--- config.mk ---
export PLATFORM = sky130hd
export DESIGN_NAME = csa_sum_accumulator
export DESIGN_NICKNAME = d
export VERILOG_FILES = /design/src/rtl/csa_pkg.sv /design/src/rtl/csa_requant.sv /design/src/rtl/csa_sum_accumulator.sv
export SDC_FILE = /design/constraint.sdc
export NUM_CORES = 1
export LEC_CHECK = 0
export CAP_MARGIN = 5
export CORE_MARGIN = 1.5
export CORE_UTILIZATION = 52
export DETAILED_ROUTE_END_ITERATION = 16
export HOLD_SLACK_MARGIN = 0.03
export PLACE_DENSITY = 0.82
export SLEW_MARGIN = 10
export SYNTH_ARGS = -nofsm -noshare
export SYNTH_HDL_FRONTEND = slang
export SYNTH_SLANG_ARGS = --single-unit
--- constraint.sdc ---
create_clock -name clk -period 4.2 [get_ports clk]
set_input_delay 1.26 -clock clk [delete_from_list [all_inputs] [get_ports clk]]
set_output_delay 1.26 -clock clk [all_outputs]
set_load 0.005 [all_outputs]
--- src/rtl/csa_pkg.sv ---
// Shared widths, helpers and state encoding for the CSA partial-sum accumulator.
package csa_pkg;

  typedef enum logic {
    ST_ACC  = 1'b0,
    ST_HOLD = 1'b1
  } state_e;

  function automatic int clog2(input int v);
    int r;
    r = 0;
    for (int i = 0; i < 31; i++) begin
      if ((1 << i) < v) r = i + 1;
    end
    return r;
  endfunction

  function automatic int in_w(input int w, input int e);
    return w + e + 1;
  endfunction

  function automatic int acc_w(input int w, input int e, input int c);
    return in_w(w, e) + clog2(c);
  endfunction

endpackage

--- src/rtl/csa_requant.sv ---
// Combinational requantiser: logical right shift, then clamp to the unsigned output range.
module csa_requant #(
  parameter int ACC_W = 11,
  parameter int SHIFT = 2,
  parameter int OUT_W = 8
) (
  input  logic [ACC_W-1:0] sum,
  output logic [OUT_W-1:0] data,
  output logic             sat
);

  localparam int EXT_W = ACC_W + OUT_W;

  // Widening before the compare keeps it valid whether ACC_W is above or below OUT_W.
  function automatic logic [OUT_W:0] requant(input logic [ACC_W-1:0] s);
    logic [EXT_W-1:0] q;
    q = EXT_W'(s >> SHIFT);
    if (q > EXT_W'({OUT_W{1'b1}})) return {1'b1, {OUT_W{1'b1}}};
    return {1'b0, q[OUT_W-1:0]};
  endfunction

  assign {sat, data} = requant(sum);

endmodule

--- src/rtl/csa_sum_accumulator.sv ---
// Accumulates C partial sums per frame and presents one requantised result
// through a ready/valid output held stable until the consumer takes it.
module csa_sum_accumulator
  import csa_pkg::*;
#(
  parameter int N     = 49,
  parameter int E     = 4,
  parameter int W     = 4,
  parameter int C     = 4,
  parameter int SHIFT = 2,
  parameter int OUT_W = 8
) (
  input  logic                   clk,
  input  logic                   rst_n,
  input  logic [in_w(W, E)-1:0]  in_sum,
  input  logic                   in_valid,
  output logic                   in_ready,
  input  logic                   clear,
  output logic [OUT_W-1:0]       out_data,
  output logic                   out_sat,
  output logic                   out_valid,
  input  logic                   out_ready
);

  localparam int IN_W  = in_w(W, E);
  localparam int ACC_W = acc_w(W, E, C);
  localparam int CNT_W = (clog2(C) > 0) ? clog2(C) : 1;

  if (C < 1) begin : g_bad_c
    $error("csa_sum_accumulator: C must be at least 1");
  end
  if (N < 1) begin : g_bad_n
    $error("csa_sum_accumulator: N must be at least 1");
  end

  state_e             state_q, state_d;
  logic [CNT_W-1:0]   cnt_q, cnt_d;
  logic [ACC_W-1:0]   acc_q, acc_d;
  logic [OUT_W-1:0]   out_data_q, out_data_d;
  logic               out_sat_q, out_sat_d;
  logic               out_valid_q, out_valid_d;

  logic               accept;
  logic               last_beat;
  logic [ACC_W-1:0]   sum_full;
  logic [OUT_W-1:0]   rq_data;
  logic               rq_sat;

  assign in_ready  = (state_q == ST_ACC) || out_ready;
  assign accept    = in_valid && in_ready;
  assign last_beat = (cnt_q == CNT_W'(C - 1));
  // Beat 0 loads rather than adds, so acc_q never needs clearing between frames.
  assign sum_full  = ((cnt_q == '0) ? '0 : acc_q) + ACC_W'(in_sum);

  csa_requant #(
    .ACC_W (ACC_W),
    .SHIFT (SHIFT),
    .OUT_W (OUT_W)
  ) u_requant (
    .sum  (sum_full),
    .data (rq_data),
    .sat  (rq_sat)
  );

  always_comb begin
    state_d     = state_q;
    cnt_d       = cnt_q;
    acc_d       = acc_q;
    out_data_d  = out_data_q;
    out_sat_d   = out_sat_q;
    out_valid_d = out_valid_q;

    if (state_q == ST_HOLD && out_ready) begin
      state_d     = ST_ACC;
      out_valid_d = 1'b0;
    end

    // Clear only aborts the frame in progress; a pending result is left alone.
    if (clear) begin
      cnt_d = '0;
      acc_d = '0;
    end else if (accept) begin
      if (last_beat) begin
        out_data_d  = rq_data;
        out_sat_d   = rq_sat;
        out_valid_d = 1'b1;
        state_d     = ST_HOLD;
        cnt_d       = '0;
      end else begin
        acc_d = sum_full;
        cnt_d = cnt_q + 1'b1;
      end
    end
  end

  always_ff @(posedge clk or negedge rst_n) begin
    if (!rst_n) begin
      state_q     <= ST_ACC;
      cnt_q       <= '0;
      acc_q       <= '0;
      out_data_q  <= '0;
      out_sat_q   <= 1'b0;
      out_valid_q <= 1'b0;
    end else begin
      state_q     <= state_d;
      cnt_q       <= cnt_d;
      acc_q       <= acc_d;
      out_data_q  <= out_data_d;
      out_sat_q   <= out_sat_d;
      out_valid_q <= out_valid_d;
    end
  end

  assign out_data  = out_data_q;
  assign out_sat   = out_sat_q;
  assign out_valid = out_valid_q;

endmodule

### Word level (Yosys, flattened, before mapping)

Index checks and enable logic that the tools add are counted.

| storage, ports and cells | value |
|---|---|
| register bits after elaboration | 24 |
| latch bits | 0 |
| memory bits (writable) | 0 |
| bits in read-only memories | 0 |
| output and inout port bits | 11 |
| word-level logic and storage cells | 38 |
| memories kept | 0 |

| cells by class | value |
|---|---|
| add/subtract/negate cells | 2 |
| multipliers | 0 |
| div/mod/pow operators | 0 |
| order comparisons | 1 |
| equality and inequality tests | 2 |
| shift operators | 0 |
| multiplexer cells | 18 |
| bitwise logic cells | 2 |
| reduce and logical (&&, ||, !) cells | 7 |

Operator list:

| operator | count |
|---|---|
| 11-bit 2-to-1 mux | 4 |
| 9-bit 2-to-1 mux | 2 |
| 11-bit by 9-bit adder with 11-bit output | 1 |
| 9-bit by 8-bit greater-than comparator with 1-bit output, second input constant | 1 |
| 1-bit 2-to-1 mux | 9 |
| 2-bit 2-to-1 mux | 3 |
| 3-bit AND reduction | 1 |
| 2-bit by 1-bit adder with 2-bit output, second input constant | 1 |
| 2-bit == test, second input constant | 1 |
| 1-bit logical AND | 2 |
| 2-bit zero test | 1 |
| 2-bit != test, second input constant | 1 |
| 1-bit inverter | 2 |
| 2-bit AND reduction | 1 |
| 2-bit nonzero test | 1 |
| 1-bit logical OR | 1 |

### Depth between registers and ports, before layout

Gate-level depths: netlist (run 1).

| logic depth | value |
|---|---|
| depth after elaboration | 6 |
| depth in mapped cells | 12 |
| mapped depth without buffers | 11 |

### By module

Synthesis (run 1) repeated with hierarchy kept, for this count alone.

| second synthesis, totals | value |
|---|---|
| cells, all modules | 152 |
| area total of the unflattened synthesis | 1,595.3 µm² |

Modules (own cells, without submodules):

| module | instances | cells each | area an instance (µm²) | sequential area each (µm²) |
|---|---|---|---|---|
| csa_sum_accumulator | 1 | 143 | 1,541.5 | 600.6 |
| csa_requant | 1 | 9 | 53.8 | 0.0 |

### Worst setup path before layout (run 1)

No wires, ideal clock.

| path | value |
|---|---|
| kind | input to register |
| start | input port in_sum[0] |
| end | register out_data_q[7] (netlist: out_data[7]) |
| library setup time | 0.120 ns |
| arrival | 3.063 ns |
| data required time | 4.080 ns |
| path slack | 1.017 ns |
| cell stages on the path | 8 |
| path buffers | 0 |
| cell sequence | ha_1 -> fa_1 -> a21o_1 -> a221oi_2 -> a211oi_2 -> mux2i_1 -> nand2_2 -> o22a_2 |

| between the ends | value |
|---|---|
| cells in the longest elaborated chain, start to end | 4 |

Ends and longest elaborated chain:

| what | line | RTL |
|---|---|---|
| start, declared | csa_sum_accumulator.sv:15 | `input logic [in_w(W, E)-1:0] in_sum,` |
| 11-bit by 9-bit adder with 11-bit output * | csa_sum_accumulator.sv:53 | `assign sum_full = ((cnt_q == '0) ? '0 : acc_q) + ACC_W'(in_sum);` |
| 9-bit by 8-bit greater-than comparator with 1-bit output | csa_requant.sv:18 | `if (q > EXT_W'({OUT_W{1'b1}})) return {1'b1, {OUT_W{1'b1}}};` |
| 1-bit 2-to-1 mux | csa_requant.sv:18 |  |
| 9-bit 2-to-1 mux * | csa_requant.sv:19 | `return {1'b0, q[OUT_W-1:0]};` |
| end signal, assigned | csa_sum_accumulator.sv:108 | `out_data_q <= out_data_d;` |
| end, declared | csa_sum_accumulator.sv:39 | `logic [OUT_W-1:0] out_data_q, out_data_d;` |

Mark *: on every way between the ends. The rest lies on a longest branch, timed or not.
A chain may end at the register's enable or synchronous reset.

### Worst setup path after layout (run 1)

| path | value |
|---|---|
| start | input port out_ready |
| end | output port in_ready |

| between the ends | value |
|---|---|
| cells in the longest elaborated chain, start to end | 1 |

Ends and longest elaborated chain:

| what | line | RTL |
|---|---|---|
| start, declared | csa_sum_accumulator.sv:22 | `input logic out_ready` |
| 1-bit logical OR | csa_sum_accumulator.sv:49 | `assign in_ready = (state_q == ST_ACC) \|\| out_ready;` |
| end, declared | csa_sum_accumulator.sv:17 | `output logic in_ready,` |

No other way between the ends.

==> flow_metrics.py, run 1 <==
metrics = {
    "status": {
        "outcome": "finished clean",
    },
    "sta": {
        "relSlewSlack_pct": 57.1,
        "rsz0062_at_grt": "false",
        "finalCriticalPeriod_ns": 3.76,
        "hold_ws_ns": 0.525,
        "drv_slew": 0,
        "clock_skew_ns": 0.00362,
        "tns_ns": 0,
        "finalHoldViolCount": 0,
        "timing.final.ws_setup_ns": 0.436,
        "fmax_ghz": 0.266,
        "worst_pin_slew_ns": 0.642,
        "fin_crit_sh_pct": 89.6,
        "setup_viol": 0,
    },
    "drt": {
        "met3_length_um": 134,
        "maxUsedRoutingLayer": "met4",
        "met2_length_um": 1630,
        "drc": 0,
        "wl_um": 3200,
        "drtPass1Iterations": 4,
        "ant_nets": 0,
        "drt_iter0_drc": 29,
        "via_per_inst": 5.89,
        "vias": 1214,
        "wire_per_inst_um": 15.5,
        "drt-met1-wl_um": 1390,
    },
    "critical_path": {
        "r2r-start": "cnt_q[0]",
        "r2r_slack_ns": 0.95,
        "critPathMaxStageDelay_ns": 0.55,
        "timing.critical_path.buf_inv": 2,
        "crit_type": "in2out",
        "required_ns": 2.94,
        "cpMaxStageDelayCell": "clkdlybuf4s50_1",
        "cp-start-kind": "input port",
        "r2r-end": "out_data[4]",
        "crit_top_cell": "clkdlybuf4s50_1",
        "crit_chain": "clkdlybuf4s50_1 > nand2b_1 > clkdlybuf4s50_1",
        "worst_ep_arrival_time_ns": 2.50,
        "critPathTopFamily": "buffers and inverters",
        "cp-end-kind": "output pin",
        "worstRegToRegCells": 11,
        "critPathMaxFanout": 6,
    },
    "min_path": {
        "hp-class": "reg2reg",
        "holdPathStages": 2,
        "hold_end": "out_valid",
        "holdCritStartpoint": "out_valid",
    },
    "grt": {
        "grt_start_max_net_pins": 25,
        "grt_pass1_vias": 1235,
        "track_usage_pct": 23.1,
        "grt_pass1_wl_um": 5660,
        "overflow": 0,
        "antenna_found_initial": 0,
    },
    "synthesis": {
        "synth.most_common_cell": "nand2_1",
        "yosysSeqAreaShare_pct": 41.7,
        "postSynthCellCount": 152,
        "ys.flop_type": "dfrtp_1",
        "synth_top_area_cell": "dfrtp_1",
        "synth_warnings": 0,
        "synth_nets": 178,
        "avgSynthCellArea_um2": 9.47,
        "synthTopCellsByCount": "30 x nand2_1, 24 x dfrtp_1, 17 x a21oi_1",
        "netlist.area_leader.share_pct": 41.7,
        "synth_edf_count": 0,
        "netlist-cell-type-count": 34,
        "async_reset_ff_share_pct": 100,
        "ys_ff_latch": 24,
        "synth_area_leaders": "dfrtp_1 42%, ha_1 9.6%, nand2_1 7.8%",
        "syn_area_um2": 1440,
    },
    "cts": {
        "cts_tree": "built",
        "cts_buffer_depth": 2,
        "clock_sinks": 24,
        "clkTransAtPathRegs_ns": 0.13,
        "cts-resized-gates": 0,
        "h-tree-depth": 1,
        "cts-buffers-inserted": 3,
        "cts_root_buffer": "clkbuf_4",
        "cts_hold_buffers": 0,
        "clk_latency_ns": 0.31,
        "postCtsSetupBuffers": 0,
    },
    "power": {
        "powerDensity_nw_per_um2": 338,
        "ir_drop_mv": 0.276,
        "p_leak_nw": 0.804,
    },
    "cells_and_area": {
        "n_antenna_cell": 0,
        "multi_input_area_um2": 806,
        "fillers": 202,
        "regArea_um2": 601,
        "layout-drive-gt1-share_pct": 5.68,
        "fin_cells": 206,
        "area_growth_pct": 20.0,
        "fin_nets": 204,
    },
    "place": {
        "place_ws_ns": 0.340,
        "dp_cells": 203,
        "io_buffers": 24,
        "post-dp-hpwl_um": 2410,
        "gp_congestion": 0.814,
    },
    "floorplan": {
        "die-area_um2": 3090,
        "num_rows": 18,
        "fp.dieW_um": 55.6,
        "dieHeight_um": 55.6,
        "start_util_pct": 56.6,
        "ios": 25,
        "coreArea_um2": 2540,
    },
    "job": {
        "cap_violations": 0,
    },
}
## metrics by stage
stage | cell area (µm²) | power (mW) | utilization [%]
floorplan | 1440 | 0.390 | -
global placement | 1710 | 0.478 | 67.2
detailed placement | 1710 | 0.486 | 67.2
CTS | 1730 | 0.588 | 68.1
global route | 1730 | 0.617 | 67.9
finish | 1730 | 0.584 | 67.9
## cell families (layout without fill, tap and decap cells)
group	after synthesis	in the layout	share of synthesized area, %
AOI/OAI and AO/OA	42	42	20.3
xor gates and xnor gates	8	8	4.87
adders and majority gates	12	12	10.9
buffers and inverters	9	33	2.35
DFF	24	24	41.7
muxes	2	2	1.39
and+or+nand+nor	55	55	18.4
## how the worst max path moves through the flow
stage | startpoint | endpoint | slack [ns] | cells past startpoint
3_3_place_gp | in_sum[0] | out_data[7] | 0.45 | 9
5_1_grt | out_ready | in_ready | 0.34 | 3
6_report | out_ready | in_ready | 0.44 | 3
2_1_floorplan | in_sum[0] | out_data[7] | 1.02 | 8
3_5_place_dp | in_sum[0] | out_data[4] | 0.34 | 9
4_1_cts | out_ready | in_ready | 0.43 | 3
## layout by cell type (no fill, tap or decap)
cell type,n
or3_1,1
o21a_1,2
a31oi_1,1
a2bb2oi_1,1
a211oi_2,1
nor2b_1,10
o22a_2,1
a221oi_2,1
xnor2_1,5
xor2_1,3
o21ai_0,4
ha_1,11
dfrtp_1,24
and3_1,1
clkdlybuf4s50_1,23
inv_1,5
o22a_1,7
nand3b_1,1
a211oi_1,1
o31a_1,1
clkbuf_4,3
nor3b_4,1
a21oi_1,17
mux2i_1,2
nor3_1,1
a21o_1,3
nand2b_1,1
nand4_1,1
fa_1,1
buf_2,1
nand2_1,30
nor2_1,6
a32o_1,1
nand3_1,1
nand2_2,1
buf_4,1
o211a_1,1
## power breakdown
part,leakage [nW],switching (mW),internal [mW]
clock network,0.0138,0.0687,0.0336
logic,0.471,0.0819,0.111
registers,0.319,0.0206,0.267
total,0.804,0.171,0.412
## area by class of cell
| cell class | instances | share of cell area, % |
|---|---|---|
| Clock buffer | 3 | 1.30 |
| Inverter | 5 | 1.09 |
| Multi-Input combinational cell | 119 | 46.6 |
| Sequential cell | 24 | 34.8 |
| Tap cell | 30 | 2.17 |
| Timing Repair Buffer | 25 | 14.0 |
## sequential cells by signal, indices dropped and copies added, names as in the netlist
signal     flops
acc_q         11
out_data       8
cnt_q          2
state_q        1
out_valid      1
out_sat        1
## worst reg2reg max path, cell delays in order, from the launching register on
cell and delay (ns):
dfrtp_1 0.40, inv_1 0.10, ha_1 0.49, nor2b_1 0.10, ha_1 0.22, fa_1 0.41, a21o_1 0.21, a221oi_2 0.41
a211oi_2 0.16, mux2i_1 0.24, nand2_2 0.16, o22a_1 0.24
## per-layer routing
| metal | up-vias | track usage [%] |
|---|---|---|
| met1 | 587 | 29.6 |
| met2 | 41 | 39.8 |
| met3 | 5 | 3.49 |
| met4 | 0 | 8.01 |
| met5 | - | 0 |
| li1 | 581 | - |
Power figures use the tool's default switching activity.
==> run 2: changes to the inputs <==
ABC_AREA = 1   (was default)
CELL_PAD_IN_SITES_DETAIL_PLACEMENT = 0   (was default)
CELL_PAD_IN_SITES_GLOBAL_PLACEMENT = 2   (was default)
CORE_UTILIZATION = 30   (was 52)
==> flow_metrics.py, run 2 <==
metrics = {
    "drt": {
        "drc": 0,
        "wire_per_inst_um": 11.0,
        "drtPass1Iterations": 4,
        "wl_um": 3460,
        "ant_nets": 0,
        "via_per_inst": 4.44,
        "drt_iter0_drc": 32,
        "vias": 1389,
    },
    "floorplan": {
        "ios": 25,
        "fp.dieW_um": 75.3,
        "die-area_um2": 5670,
        "coreArea_um2": 5070,
        "start_util_pct": 30.9,
        "dieHeight_um": 75.3,
        "num_rows": 26,
    },
    "sta": {
        "worst_pin_slew_ns": 0.612,
        "tns_ns": 0,
        "fmax_ghz": 0.277,
        "drv_slew": 0,
        "clock_skew_ns": 0.00202,
        "relSlewSlack_pct": 59.2,
        "finalCriticalPeriod_ns": 3.62,
        "fin_crit_sh_pct": 86.1,
        "setup_viol": 0,
        "finalHoldViolCount": 0,
        "rsz0062_at_grt": "false",
    },
    "critical_path": {
        "worst_ep_arrival_time_ns": 2.36,
        "startpoint": "out_ready",
        "crit_cells": 4,
        "r2r-end": "out_data[3]",
        "critPathMaxFanout": 3,
        "crit_top_cell": "clkdlybuf4s50_1",
        "crit_end": "in_ready",
        "cp-end-kind": "output pin",
        "r2r_slack_ns": 1.61,
        "critPathTopFamily": "buffers and inverters",
        "worstRegToRegCells": 15,
        "crit_type": "in2out",
        "r2r-start": "cnt_q[0]",
        "cpMaxStageDelayCell": "clkdlybuf4s50_1",
        "required_ns": 2.94,
        "crit_chain": "clkdlybuf4s50_1 > inv_1 > nand2_1 > clkdlybuf4s50_1",
        "timing.critical_path.buf_inv": 3,
        "cp-start-kind": "input port",
        "critPathMaxStageDelay_ns": 0.51,
    },
    "synthesis": {
        "ys_ff_latch": 24,
        "avgSynthCellArea_um2": 7.22,
        "synth_top_area_cell": "dfrtp_1",
        "async_reset_ff_share_pct": 100,
        "syn_area_um2": 1570,
        "synth_area_leaders": "dfrtp_1 38%, nand2_1 19%, ha_1 8.8%",
        "ys.flop_type": "dfrtp_1",
        "synthTopCellsByCount": "81 x nand2_1, 27 x inv_1, 24 x dfrtp_1",
        "netlist-cell-type-count": 25,
        "netlist.area_leader.share_pct": 38.3,
        "postSynthCellCount": 217,
        "synth_edf_count": 0,
        "synth_warnings": 0,
        "yosysSeqAreaShare_pct": 38.3,
        "synth_nets": 243,
        "synth.most_common_cell": "nand2_1",
    },
    "cells_and_area": {
        "layout-drive-gt1-share_pct": 6.58,
        "final_common_cell": "nand2_1",
        "max_flop_register": "acc_q",
        "n_antenna_cell": 0,
        "final_util_pct": 38.2,
        "regArea_um2": 601,
        "fin_cells": 313,
        "area_growth_pct": 23.8,
        "largest_register_ffs": 11,
        "multi_input_area_um2": 841,
        "final_cell_mix": "81 x nand2_1, 27 x inv_1, 24 x dfrtp_1, 24 x clkdlybuf4s50_1, 21 x nor2_1",
        "fin_nets": 270,
        "fillers": 571,
        "fin_area_um2": 1940,
    },
    "grt": {
        "antenna_found_initial": 0,
        "grt_pass1_vias": 1327,
        "overflow": 0,
        "track_usage_pct": 13.4,
        "grt_start_max_net_pins": 25,
        "grt_pass1_wl_um": 5870,
    },
    "power": {
        "powerDensity_nw_per_um2": 322,
        "p_total_mw": 0.625,
        "clock_power_share_pct": 25.6,
        "p_int_mw": 0.438,
        "swShare_pct": 30.0,
        "p_seq_share_pct": 44.1,
        "ir_drop_mv": 0.154,
        "p_leak_nw": 1.03,
        "switchingPower_mw": 0.188,
        "power_frac_comb_pct": 30.3,
    },
    "min_path": {
        "hp-class": "reg2reg",
    },
    "cts": {
        "clk_latency_ns": 0.27,
        "cts_buffer_depth": 2,
        "h-tree-depth": 1,
        "clkTransAtPathRegs_ns": 0.08,
        "cts_tree": "built",
        "cts_root_buffer": "clkbuf_8",
        "cts-buffers-inserted": 3,
        "clock_sinks": 24,
        "cts-resized-gates": 0,
        "cts_hold_buffers": 0,
        "postCtsSetupBuffers": 0,
    },
    "place": {
        "gp_congestion": 0.767,
        "post-dp-hpwl_um": 2680,
        "dp_cells": 309,
        "detailed_place.area_um2": 1890,
        "io_buffers": 24,
    },
    "status": {
        "outcome": "finished clean",
    },
    "job": {
        "cap_violations": 0,
    },
}
[run 2: routing by layer]
layer | wire [µm] | GRT usage, %
met4 | 25 | 2.38
met3 | 119 | 3.04
met5 | 0 | 0
met1 | 1730 | 18.0
met2 | 1580 | 22.6
[run 2: cells by family (layout without fill, tap and decap cells)]
group,count (synthesis),after routing,share of synthesized area [%]
flops,24,24,38.3
buf+inv,32,58,8.06
fa+ha+maj,12,12,10.1
simple gates,126,126,34.1
compound gates,18,18,6.70
xor+xnor,5,5,2.79
[run 2: layout make-up]
type,count,share of cell area (%)
tap,70,4.51
multi-input combinational,161,43.3
inverter,29,5.61
clock buffer,4,2.84
sequential,24,30.9
timing repair buffer,25,12.8
[run 2: worst reg2reg max path: stages, from the launching register on]
cell	delay, ns
dfrtp_1	0.39
inv_1	0.10
ha_1	0.43
nor2_1	0.10
ha_1	0.25
fa_1	0.44
nand2_1	0.08
nand2_1	0.06
nand3_1	0.07
nand2_1	0.09
nand2_1	0.09
nand3_2	0.08
nand2_4	0.13
nand2_1	0.07
nand2_1	0.07
nand2_1	0.05
[run 2: worst min-delay path by stage]
| stage | from | to | slack (ns) | cells past startpoint |
|---|---|---|---|---|
| final | out_data[6] | out_data[6] | 0.48 | 2 |
| after global routing | out_data[5] | out_data[5] | 0.53 | 2 |
| after CTS | out_data[7] | out_data[7] | 0.49 | 2 |
| after detailed placement | out_data[7] | out_data[7] | 0.46 | 2 |
| after global placement | out_data[5] | out_data[5] | 0.46 | 2 |
| after floorplan | out_valid | out_valid | 0.47 | 2 |
[run 2: metrics by stage]
stage / setup WS (ns) / hold WS [ns]
6_report: 0.584 / 0.481
5_1_grt: 0.520 / 0.529
4_1_cts: 0.570 / 0.487
3_5_place_dp: 0.580 / 0.464
3_3_place_gp: 0.584 / 0.462
2_1_floorplan: 1.55 / 0.471
[run 2: power by group through the flow]
| stage | Combinational, mW | Sequential, mW | Clock (mW) |
|---|---|---|---|
| finish | 0.190 | 0.276 | 0.160 |
| detailed placement | 0.193 | 0.280 | 0 |
| global placement | 0.194 | 0.281 | 0 |
| CTS | 0.194 | 0.276 | 0.163 |
| global route | 0.219 | 0.281 | 0.172 |
| floorplan | 0.112 | 0.281 | 0 |
